==> config.mk <==
export PLATFORM = sky130hd
export DESIGN_NAME = udp_nibble_source
export DESIGN_NICKNAME = d
export VERILOG_FILES = /design/src/rtl/udp_nibble_source.sv
export SDC_FILE = /design/constraint.sdc
export NUM_CORES = 1
export LEC_CHECK = 0
export BUFFER_PORTS_ARGS = -buffer_cell sky130_fd_sc_hd__buf_2
export CAP_MARGIN = 5
export CORE_UTILIZATION = 55
export DETAILED_ROUTE_END_ITERATION = 8
export GPL_TIMING_DRIVEN = 0
export PLACE_DENSITY = 0.76
export SLEW_MARGIN = 15
export SYNTH_ARGS = -nofsm -noshare
export SYNTH_HDL_FRONTEND = slang
export SYNTH_SLANG_ARGS = --single-unit
==> constraint.sdc <==
create_clock -name mii_tx_clk -period 3.7 [get_ports mii_tx_clk]
set_clock_uncertainty 0.15 [all_clocks]
set_input_delay 0.37 -clock mii_tx_clk [delete_from_list [all_inputs] [get_ports mii_tx_clk]]
set_output_delay 0.37 -clock mii_tx_clk [all_outputs]
set_load 0.03 [all_outputs]
==> src/rtl/udp_nibble_source.sv <==
// udp_nibble_source: periodically launches a UDP datagram (header plus a
// fill pattern) and streams it to an IP/MAC transmitter one nibble at a
// time, low nibble of each byte first, in response to fifo_rq.
module udp_nibble_source #(
  parameter int          PAYLOAD_BYTES = 20,
  parameter logic [15:0] SRC_PORT      = 16'h0521,
  parameter logic [15:0] DST_PORT      = 16'h2715,
  parameter int          INTERVAL      = 16777216,
  parameter logic [7:0]  SEED          = 8'h00
) (
  input  logic        mii_tx_clk,
  input  logic        rst,
  input  logic        en,
  input  logic        pattern_mode,
  input  logic        fifo_rq,
  output logic [3:0]  fifo_da,
  output logic        tx_go,
  output logic [11:0] data_len,
  output logic        busy,
  output logic [15:0] pkt_cnt
);

  localparam int          TOTAL_BYTES = 8 + PAYLOAD_BYTES;
  localparam int          NIBBLES     = 2 * TOTAL_BYTES;
  localparam int          IDX_W       = $clog2(NIBBLES + 1);
  localparam int          BS_W        = IDX_W - 1;
  localparam logic [11:0] LEN         = 12'(TOTAL_BYTES);
  localparam logic [23:0] WRAP_AT     = 24'(INTERVAL - 1);

  typedef enum logic [1:0] {
    IDLE,
    ARMED,
    READING
  } state_t;

  state_t            state_q, state_d;
  logic [IDX_W-1:0]  idx_q, idx_d;
  logic [23:0]       cnt_q, cnt_d;
  logic              pending_q, pending_d;
  logic              tx_go_q, tx_go_d;
  logic [31:0]       seq_cnt_q, seq_cnt_d;
  logic [31:0]       seq_latched_q, seq_latched_d;
  logic              mode_q, mode_d;
  logic [15:0]       pkt_cnt_q, pkt_cnt_d;
  logic [3:0]        fifo_da_q, fifo_da_d;

  logic [BS_W-1:0]   byte_sel;
  logic [95:0]       hdr;
  logic [3:0]        hdr_pos;
  logic [7:0]        pay_j;
  logic [7:0]        byte_val;
  logic [3:0]        nib;
  logic              wrap;
  logic              issue;

  // Pick the byte addressed by the nibble index: 12 header bytes, then fill pattern.
  always_comb begin
    byte_sel = idx_q[IDX_W-1:1];
    hdr      = {SRC_PORT, DST_PORT, 4'h0, LEN, 16'h0000, seq_latched_q};
    hdr_pos  = 4'd11 - byte_sel[3:0];
    pay_j    = 8'(byte_sel) - 8'd12;
    byte_val = 8'h00;
    if (byte_sel < BS_W'(12)) begin
      byte_val = hdr[{hdr_pos, 3'b000} +: 8];
    end else if (mode_q) begin
      byte_val = SEED;
    end else begin
      byte_val = SEED + pay_j;
    end
    nib = idx_q[0] ? byte_val[7:4] : byte_val[3:0];
  end

  // Next-state logic for the interval timer, launch handshake, sequencing and read-out FSM.
  always_comb begin
    wrap  = en && (cnt_q == WRAP_AT);
    issue = en && pending_q && !fifo_rq && (state_q == IDLE);

    cnt_d = cnt_q + 24'd1;
    if (!en || wrap) begin
      cnt_d = 24'd0;
    end

    pending_d = pending_q;
    if (!en || issue) begin
      pending_d = 1'b0;
    end else if (wrap) begin
      pending_d = 1'b1;
    end

    tx_go_d       = issue;
    seq_cnt_d     = issue ? seq_cnt_q + 32'd1 : seq_cnt_q;
    seq_latched_d = issue ? seq_cnt_q : seq_latched_q;
    mode_d        = issue ? pattern_mode : mode_q;

    idx_d = '0;
    if (fifo_rq) begin
      idx_d = (idx_q < IDX_W'(NIBBLES)) ? idx_q + IDX_W'(1) : idx_q;
    end

    fifo_da_d = 4'h0;
    if (fifo_rq && (idx_q < IDX_W'(NIBBLES))) begin
      fifo_da_d = nib;
    end

    state_d   = state_q;
    pkt_cnt_d = pkt_cnt_q;
    case (state_q)
      IDLE:    if (issue) state_d = ARMED;
      ARMED:   if (fifo_rq) state_d = READING;
      READING: begin
        if (!fifo_rq) begin
          state_d   = IDLE;
          pkt_cnt_d = pkt_cnt_q + 16'd1;
        end
      end
      default: state_d = IDLE;
    endcase
  end

  // All state registers; reset aborts any packet and restarts the interval from zero.
  always_ff @(posedge mii_tx_clk or posedge rst) begin
    if (rst) begin
      state_q       <= IDLE;
      idx_q         <= '0;
      cnt_q         <= 24'd0;
      pending_q     <= 1'b0;
      tx_go_q       <= 1'b0;
      seq_cnt_q     <= 32'd0;
      seq_latched_q <= 32'd0;
      mode_q        <= 1'b0;
      pkt_cnt_q     <= 16'd0;
      fifo_da_q     <= 4'h0;
    end else begin
      state_q       <= state_d;
      idx_q         <= idx_d;
      cnt_q         <= cnt_d;
      pending_q     <= pending_d;
      tx_go_q       <= tx_go_d;
      seq_cnt_q     <= seq_cnt_d;
      seq_latched_q <= seq_latched_d;
      mode_q        <= mode_d;
      pkt_cnt_q     <= pkt_cnt_d;
      fifo_da_q     <= fifo_da_d;
    end
  end

  assign fifo_da  = fifo_da_q;
  assign tx_go    = tx_go_q;
  assign busy     = (state_q != IDLE);
  assign pkt_cnt  = pkt_cnt_q;
  assign data_len = LEN;

endmodule

==> impl_metrics.yaml, run 1 <==
synthesis:
  synth-edff-count: 0
  synthArstFlopShare_pct: 100
  synth_area_leaders: "dfrtp_1 (51%), mux2_2 (5.4%), xor2_1 (5.1%), xnor2_1 (4.1%), mux4_2 (3.1%)"
  syn_inst: 526
  synth_flop_cell: "dfrtp_1"
  yosysTopAreaCellShare_pct: 51.1
  netlist_area_sq_um: 5830
  yosys.area.top_type: "dfrtp_1"
  yosys_warnings: 0
  synth_cell_types: 53
  ys_seq_area_share_pct: 51.1
  ys_seq_elements: 119
  avgSynthCellArea_sq_um: 11.1
worst_setup_path:
  crit_arrival_ps: 2620
  cp-end-kind: "flip-flop"
  critPathLaunchType: "flip-flop"
  critPathKind: "flip-flop to flip-flop"
  path_max_fanout: 9
  required_ps: 3960
floorplanning:
  core_area_sq_um: 10300
  die_h_um: 105
  num_io_pins: 39
  die_w_um: 105
  initial_core_util_pct: 56.5
  die_area_sq_um: 11000
  row_count: 37
placed_design:
  routabilityCongestion: 0.815
  placed_cell_area_sq_um: 6200
  portBuffers: 25
  dp.cells: 698
  dp_slack_ps: 1360
  place_hpwl_um: 8070
pwr:
  seq_power_share_pct: 43.2
  ir_worst_vdd_uv: 301
  p_per_area_nw_per_um2: 455
  switching_power_w: 0.000666
  power_frac_clock_pct: 52.0
  p_leak_nw: 3.24
  p_comb_share_pct: 4.8
  swShare_pct: 21.5
  power.total_w: 0.00310
  intPower_w: 0.00244
grt:
  use_met1_pct: 30.0
  grt_use_total_pct: 23.6
  top_usage_layer: "met2"
  grt_max_degree: 81
  global_route.usage.met2_pct: 39.9
  antenna_found_initial: 0
  grt_pass1_vias: 4168
  grt_pass1_wl_um: 20200
  grt_use_met3_pct: 5.05
  overflow: 0
clocking:
  cts.repair.resized: 0
  cts_buffer_depth: 2
  cts_tree: "built"
  clock_sinks: 119
  postCtsSetupBuffers: 0
  cts_made_buffers: 17
  hold_buffers: 2
  htree_levels: 4
  clk_latency_ps: 510
  clk_pin_slew_ps: 60
  root_buffer: "clkbuf_8"
drt:
  antenna_left: 0
  vias: 4101
  dr.pass1.iters: 4
  drtIter0Drc: 213
  drc: 0
  wl_um: 11800
  wl_per_cell_um: 16.2
  vias_per_cell: 5.60
final_layout:
  fin_cells: 732
  seq_area_sq_um: 2980
  diodes: 0
  final_area_sq_um: 6810
  drive_above_1_share_pct: 20.5
  n_fill_cell: 771
  nNetsFinal: 597
  synthToLayoutAreaGrowth_pct: 16.8
  multi_input_area_sq_um: 2610
flow_run:
  drv_cap: 0
timing:
  tightest_slew_ps: 559
  fin_crit_ps: 2370
  drv_slew: 0
  fin_ws_ps: 1330
  max_freq_mhz: 423
  rsz0062_at_grt: "false"
  finalCritPeriodShare_pct: 64.0
  max-slew-margin-rel_pct: 62.6
  hold_violations: 0
  setup_viol: 0
worst_hold_path:
  hold_path.class: "input pin to flip-flop"
status:
  status: "complete, no violations"
placed cells by master, fill, tap and decap left out, types with 4 or more instances in the layout:
cell type,synthesis,final
xor2_1,34,34
mux4_2,8,8
nand4_1,14,14
mux2_1,6,6
o31ai_1,8,8
and3_1,4,4
mux2_2,28,28
nor2_1,33,33
or4_1,7,7
nand2_1,32,32
clkbuf_16,0,16
buf_2,10,35
or3_1,4,4
inv_1,23,22
dfrtp_1,119,119
clkbuf_8,0,7
o21ai_0,6,6
and4_1,8,8
clkbuf_1,9,11
conb_1,2,12
nor4_1,6,6
xnor2_1,27,27
nand3_1,28,28
nor2b_1,5,5
and2_1,8,8
a21oi_1,15,15
nor3_1,24,24
buf_4,12,12
ha_1,9,9
cells by family (layout without fill, tap and decap cells):
logic type / after synthesis / count (layout) / synth area share, %
DFF: 119 / 119 / 51.1
adders and majority gates: 9 / 9 / 1.93
muxes: 44 / 44 / 10.0
and+or+nand+nor: 188 / 188 / 17.4
xor gates and xnor gates: 61 / 61 / 9.16
AOI/OAI and AO/OA: 46 / 46 / 5.45
buffers and inverters: 57 / 117 / 4.91
other: 2 / 12 / 0.129
routing by layer:
layer / up-vias / wire [um]
li1: 1941 / -
met1: 2046 / 5150
met2: 97 / 6120
met3: 17 / 433
met4: 0 / 138
met5: - / 0
power by group through the flow:
| stage | sequential, W | clock, W | combinational (W) |
|---|---|---|---|
| after CTS | 0.00134 | 0.00164 | 0.000150 |
| after detailed placement | 0.00136 | 0 | 0.000148 |
| final | 0.00134 | 0.00161 | 0.000148 |
| after global placement | 0.00136 | 0 | 0.000139 |
| after floorplan | 0.00137 | 0 | 0.000103 |
| after global routing | 0.00134 | 0.00170 | 0.000164 |
layout make-up:
class | instances | area share, %
Multi-Input combinational cell | 360 | 38.2
Timing Repair Buffer | 28 | 2.53
Clock inverter | 7 | 1.32
Tap cell | 136 | 2.50
Sequential cell | 119 | 43.7
Clock buffer | 25 | 7.40
Inverter | 23 | 1.34
Buffer | 34 | 2.94
metrics by stage:
stage          setup TNS (ps)  util, %  hold WS [ps]
2_1_floorplan               0        -           286
3_3_place_gp          -140200     59.7           304
3_5_place_dp                0     60.0           254
4_1_cts                     0     66.0          21.7
5_1_grt                     0     66.0          43.2
6_report                    0     66.0          44.9
registers in the layout, summed over array words and instances (netlist names):
name           count
cnt_q             24
fifo_da            4
idx_q              6
mode_q             1
pending_q          1
pkt_cnt           16
seq_cnt_q         32
seq_latched_q     32
state_q            2
tx_go              1
synth_stat cells (all sizes together) (8+ instances only):
master,count
a21oi,15
and2,8
and4,8
buf,25
clkbuf,9
dfrtp,119
ha,9
inv,23
mux2,34
mux4,8
nand2,32
nand3,28
nand4,15
nor2,33
nor3,24
o31ai,9
xnor2,27
xor2,34
worst max-delay path, cell delays in order, from the launching register on:
cell and delay (ps):
dfrtp_1 430, ha_1 230, inv_1 60, ha_1 130, clkbuf_1 290, nor2b_1 360, nand2_1 120, o22a_1 260
nor3_1 230
path summary, 6_finish.rpt:
path | startpoint | end | slack, ps | cells after the start
min in group asynchronous | rst | cnt_q[18]$_DFF_PP0_ | 270 | 3
worst min-delay path | en | cnt_q[23]$_DFF_PP0_ | 40 | 2
worst min register to register | pkt_cnt[15]$_DFFE_PP0P_ | pkt_cnt[15]$_DFFE_PP0P_ | 330 | 1
max in group asynchronous | rst | seq_cnt_q[5]$_DFFE_PP0P_ | 2440 | 4
worst max register to register | idx_q[4]$_DFFE_PP0P_ | fifo_da[0]$_DFF_PP0_ | 1330 | 8
worst max-delay path | idx_q[4]$_DFFE_PP0P_ | fifo_da[0]$_DFF_PP0_ | 1330 | 8
Power figures use the tool's default switching activity.
==> run 2: changes to the inputs <==
- ABC_AREA: not set -> 1
- CORE_UTILIZATION: 55 -> 61
- PLACE_DENSITY: 0.76 -> 0.8
- clock period: 3.7 -> 2.2 ns (I/O delays scaled with it)
==> run 2 against run 1 <==
Against the previous run:
- total power rose by 69%
- first-iteration DRC count rose by 100%
- sequential share of layout area fell by 4.1 points
- global-route usage rose by 6.1 points
- sequential cell count did not move
- count of clock-buffer cells in the layout fell by 4
- register-to-register slack got worse by 1100 ps
==> impl_metrics.yaml, run 2 <==
final_layout:
  seq_area_sq_um: 2980
  n_fill_cell: 807
  nNetsFinal: 958
  top_regs: "seq_cnt_q: 32 flops, seq_latched_q: 32 flops, cnt_q: 24 flops"
  fin_cells: 1093
  mostFrequentLayoutCell: "nand2_1"
  synthToLayoutAreaGrowth_pct: 15.6
  final_cell_mix: "nand2_1 (306), nor2_1 (129), dfrtp_1 (119)"
  fin_util_pct: 72.7
  diodes: 0
  multi_input_area_sq_um: 3010
  drive_above_1_share_pct: 11.6
  final_area_sq_um: 7510
timing:
  hold_ws_ps: 110
  fin_crit_ps: 1960
  rsz0062_at_grt: "false"
  hold_violations: 0
  max_freq_mhz: 509
  finalCritPeriodShare_pct: 89.3
  drv_slew: 0
  setup_viol: 0
worst_setup_path:
  required_ps: 2500
  crit_chain: "ha_1 -> inv_1 -> ha_1 -> nor2_1 -> a31oi_1 -> nand2_1 -> nand2_1 -> a21oi_1"
  cp_slowest_stage_delay_ps: 510
  crit_arrival_ps: 2260
  cp-end-kind: "flip-flop"
  critPathLaunchType: "flip-flop"
  cp_slowest_cell: "dfrtp_1"
  cp_top_family: "flip-flops"
  path_max_fanout: 7
  critPathKind: "flip-flop to flip-flop"
  path_buf_inv: 1
clocking:
  clk_pin_slew_ps: 60
  clock_sinks: 119
  clk_latency_ps: 540
  root_buffer: "clkbuf_8"
  cts_buffer_depth: 2
  cts_tree: "built"
  htree_levels: 4
  cts_made_buffers: 17
floorplanning:
  num_io_pins: 39
  die_w_um: 105
  die_area_sq_um: 11100
  row_count: 37
  die_h_um: 105
  core_area_sq_um: 10300
  initial_core_util_pct: 62.9
synthesis:
  netlist_area_sq_um: 6500
  yosysTopAreaCellShare_pct: 45.8
  synth_flop_cell: "dfrtp_1"
  synth_common_cells: "nand2_1 (306), nor2_1 (130), dfrtp_1 (119)"
  synth-edff-count: 0
  yosys.area.top_type: "dfrtp_1"
  syn_inst: 882
  avgSynthCellArea_sq_um: 7.37
  yosys_warnings: 0
  synth.most_common_cell: "nand2_1"
  synth_area_leaders: "dfrtp_1 (46%), nand2_1 (18%), nor2_1 (7.5%), inv_1 (5.5%), xor2_1 (4.6%)"
  synth_cell_types: 31
  ys_seq_area_share_pct: 45.8
  ys_seq_elements: 119
  synthArstFlopShare_pct: 100
drt:
  wl_per_cell_um: 13.9
  drtIter0Drc: 429
  wl_um: 15200
  drc: 0
  vias_per_cell: 5.25
  dr.pass1.iters: 6
  vias: 5733
  antenna_left: 0
grt:
  antenna_found_initial: 0
  grt_pass1_wl_um: 25300
  grt_max_degree: 37
  grt_pass1_vias: 5491
  overflow: 0
  grt_use_total_pct: 29.8
pwr:
  ir_worst_vdd_uv: 601
  power.total_w: 0.00524
  p_per_area_nw_per_um2: 698
  p_leak_nw: 3.65
placed_design:
  place_hpwl_um: 10900
  dp.cells: 1057
  routabilityCongestion: 0.894
  placed_cell_area_sq_um: 6900
  portBuffers: 26
status:
  status: "complete, no violations"
worst_hold_path:
  hold_path.class: "input pin to asynchronous set/reset pin"
flow_run:
  drv_cap: 0
[run 2: final timing paths]
path / slack [ps] / from / cells past startpoint / end
setup / recovery: 240 / idx_q[3]$_DFFE_PP0P_ / 8 / fifo_da[2]$_DFF_PP0_
hold / removal: 110 / rst / 3 / seq_cnt_q[10]$_DFFE_PP0P_
setup reg to reg: 240 / idx_q[3]$_DFFE_PP0P_ / 8 / fifo_da[2]$_DFF_PP0_
hold reg to reg: 310 / cnt_q[0]$_DFF_PP0_ / 1 / cnt_q[0]$_DFF_PP0_
max in group asynchronous: 1260 / rst / 4 / pkt_cnt[9]$_DFFE_PP0P_
min in group mii_tx_clk: 290 / pattern_mode / 4 / mode_q$_DFFE_PP0P_
[run 2: layout make-up]
type / count / area share (%)
clock buffers: 21 / 6.25
repair buffers: 33 / 3.07
clock inverters: 11 / 1.30
well taps: 136 / 2.27
multi-input cells: 648 / 40.1
plain buffers: 28 / 2.45
inverters: 97 / 4.90
flip-flops and latches: 119 / 39.7
[run 2: logic make-up after synthesis]
| kind of cell | Yosys count | share of synthesized area (%) |
|---|---|---|
| XOR/XNOR | 45 | 6.06 |
| flip-flops | 119 | 45.8 |
| buffers and inverters | 125 | 8.43 |
| AO/OA/AOI/OAI | 60 | 4.72 |
| AND/OR/NAND/NOR | 522 | 33.1 |
| adder cells (fa/ha/maj) | 9 | 1.73 |
| other | 2 | 0.116 |
[run 2: tightest hold or removal path: stages]
cell           delay (ps)
dlygate4sd3_1         530
buf_2                 130
clkinvlp_4            340
[run 2: routing by layer]
metal  wire length [um]  vias to the layer above  track usage (%)
met5                  0                        -                0
met2               7430                      214             50.1
met1               6370                     2660             36.2
li1                   -                     2819                -
met3                863                       40             6.86
met4                501                        0             14.2
[run 2: stage by stage]
step / setup TNS (ps) / setup slack [ps]
CTS: 0 / 228
finish: 0 / 235
floorplan: 0 / 375
global placement: -44440 / -382
global route: 0 / 48.5
detailed placement: 0 / 299
[run 2: timing repair]
action | CTS | global route
hold buffers | 4 | 0
setup endpoints to repair | 0 | 1
setup buffers | 0 | 0
resized for setup | 0 | 1
endpoints found under the hold margin | 133 | 0
[run 2: power breakdown]
part / leakage (nW) / internal (W) / switching, W
registers: 1.54 / 0.00224 / 0.0000410
clock network: 0.272 / 0.00161 / 0.000998
logic: 1.84 / 0.000114 / 0.000235
total: 3.65 / 0.00397 / 0.00127
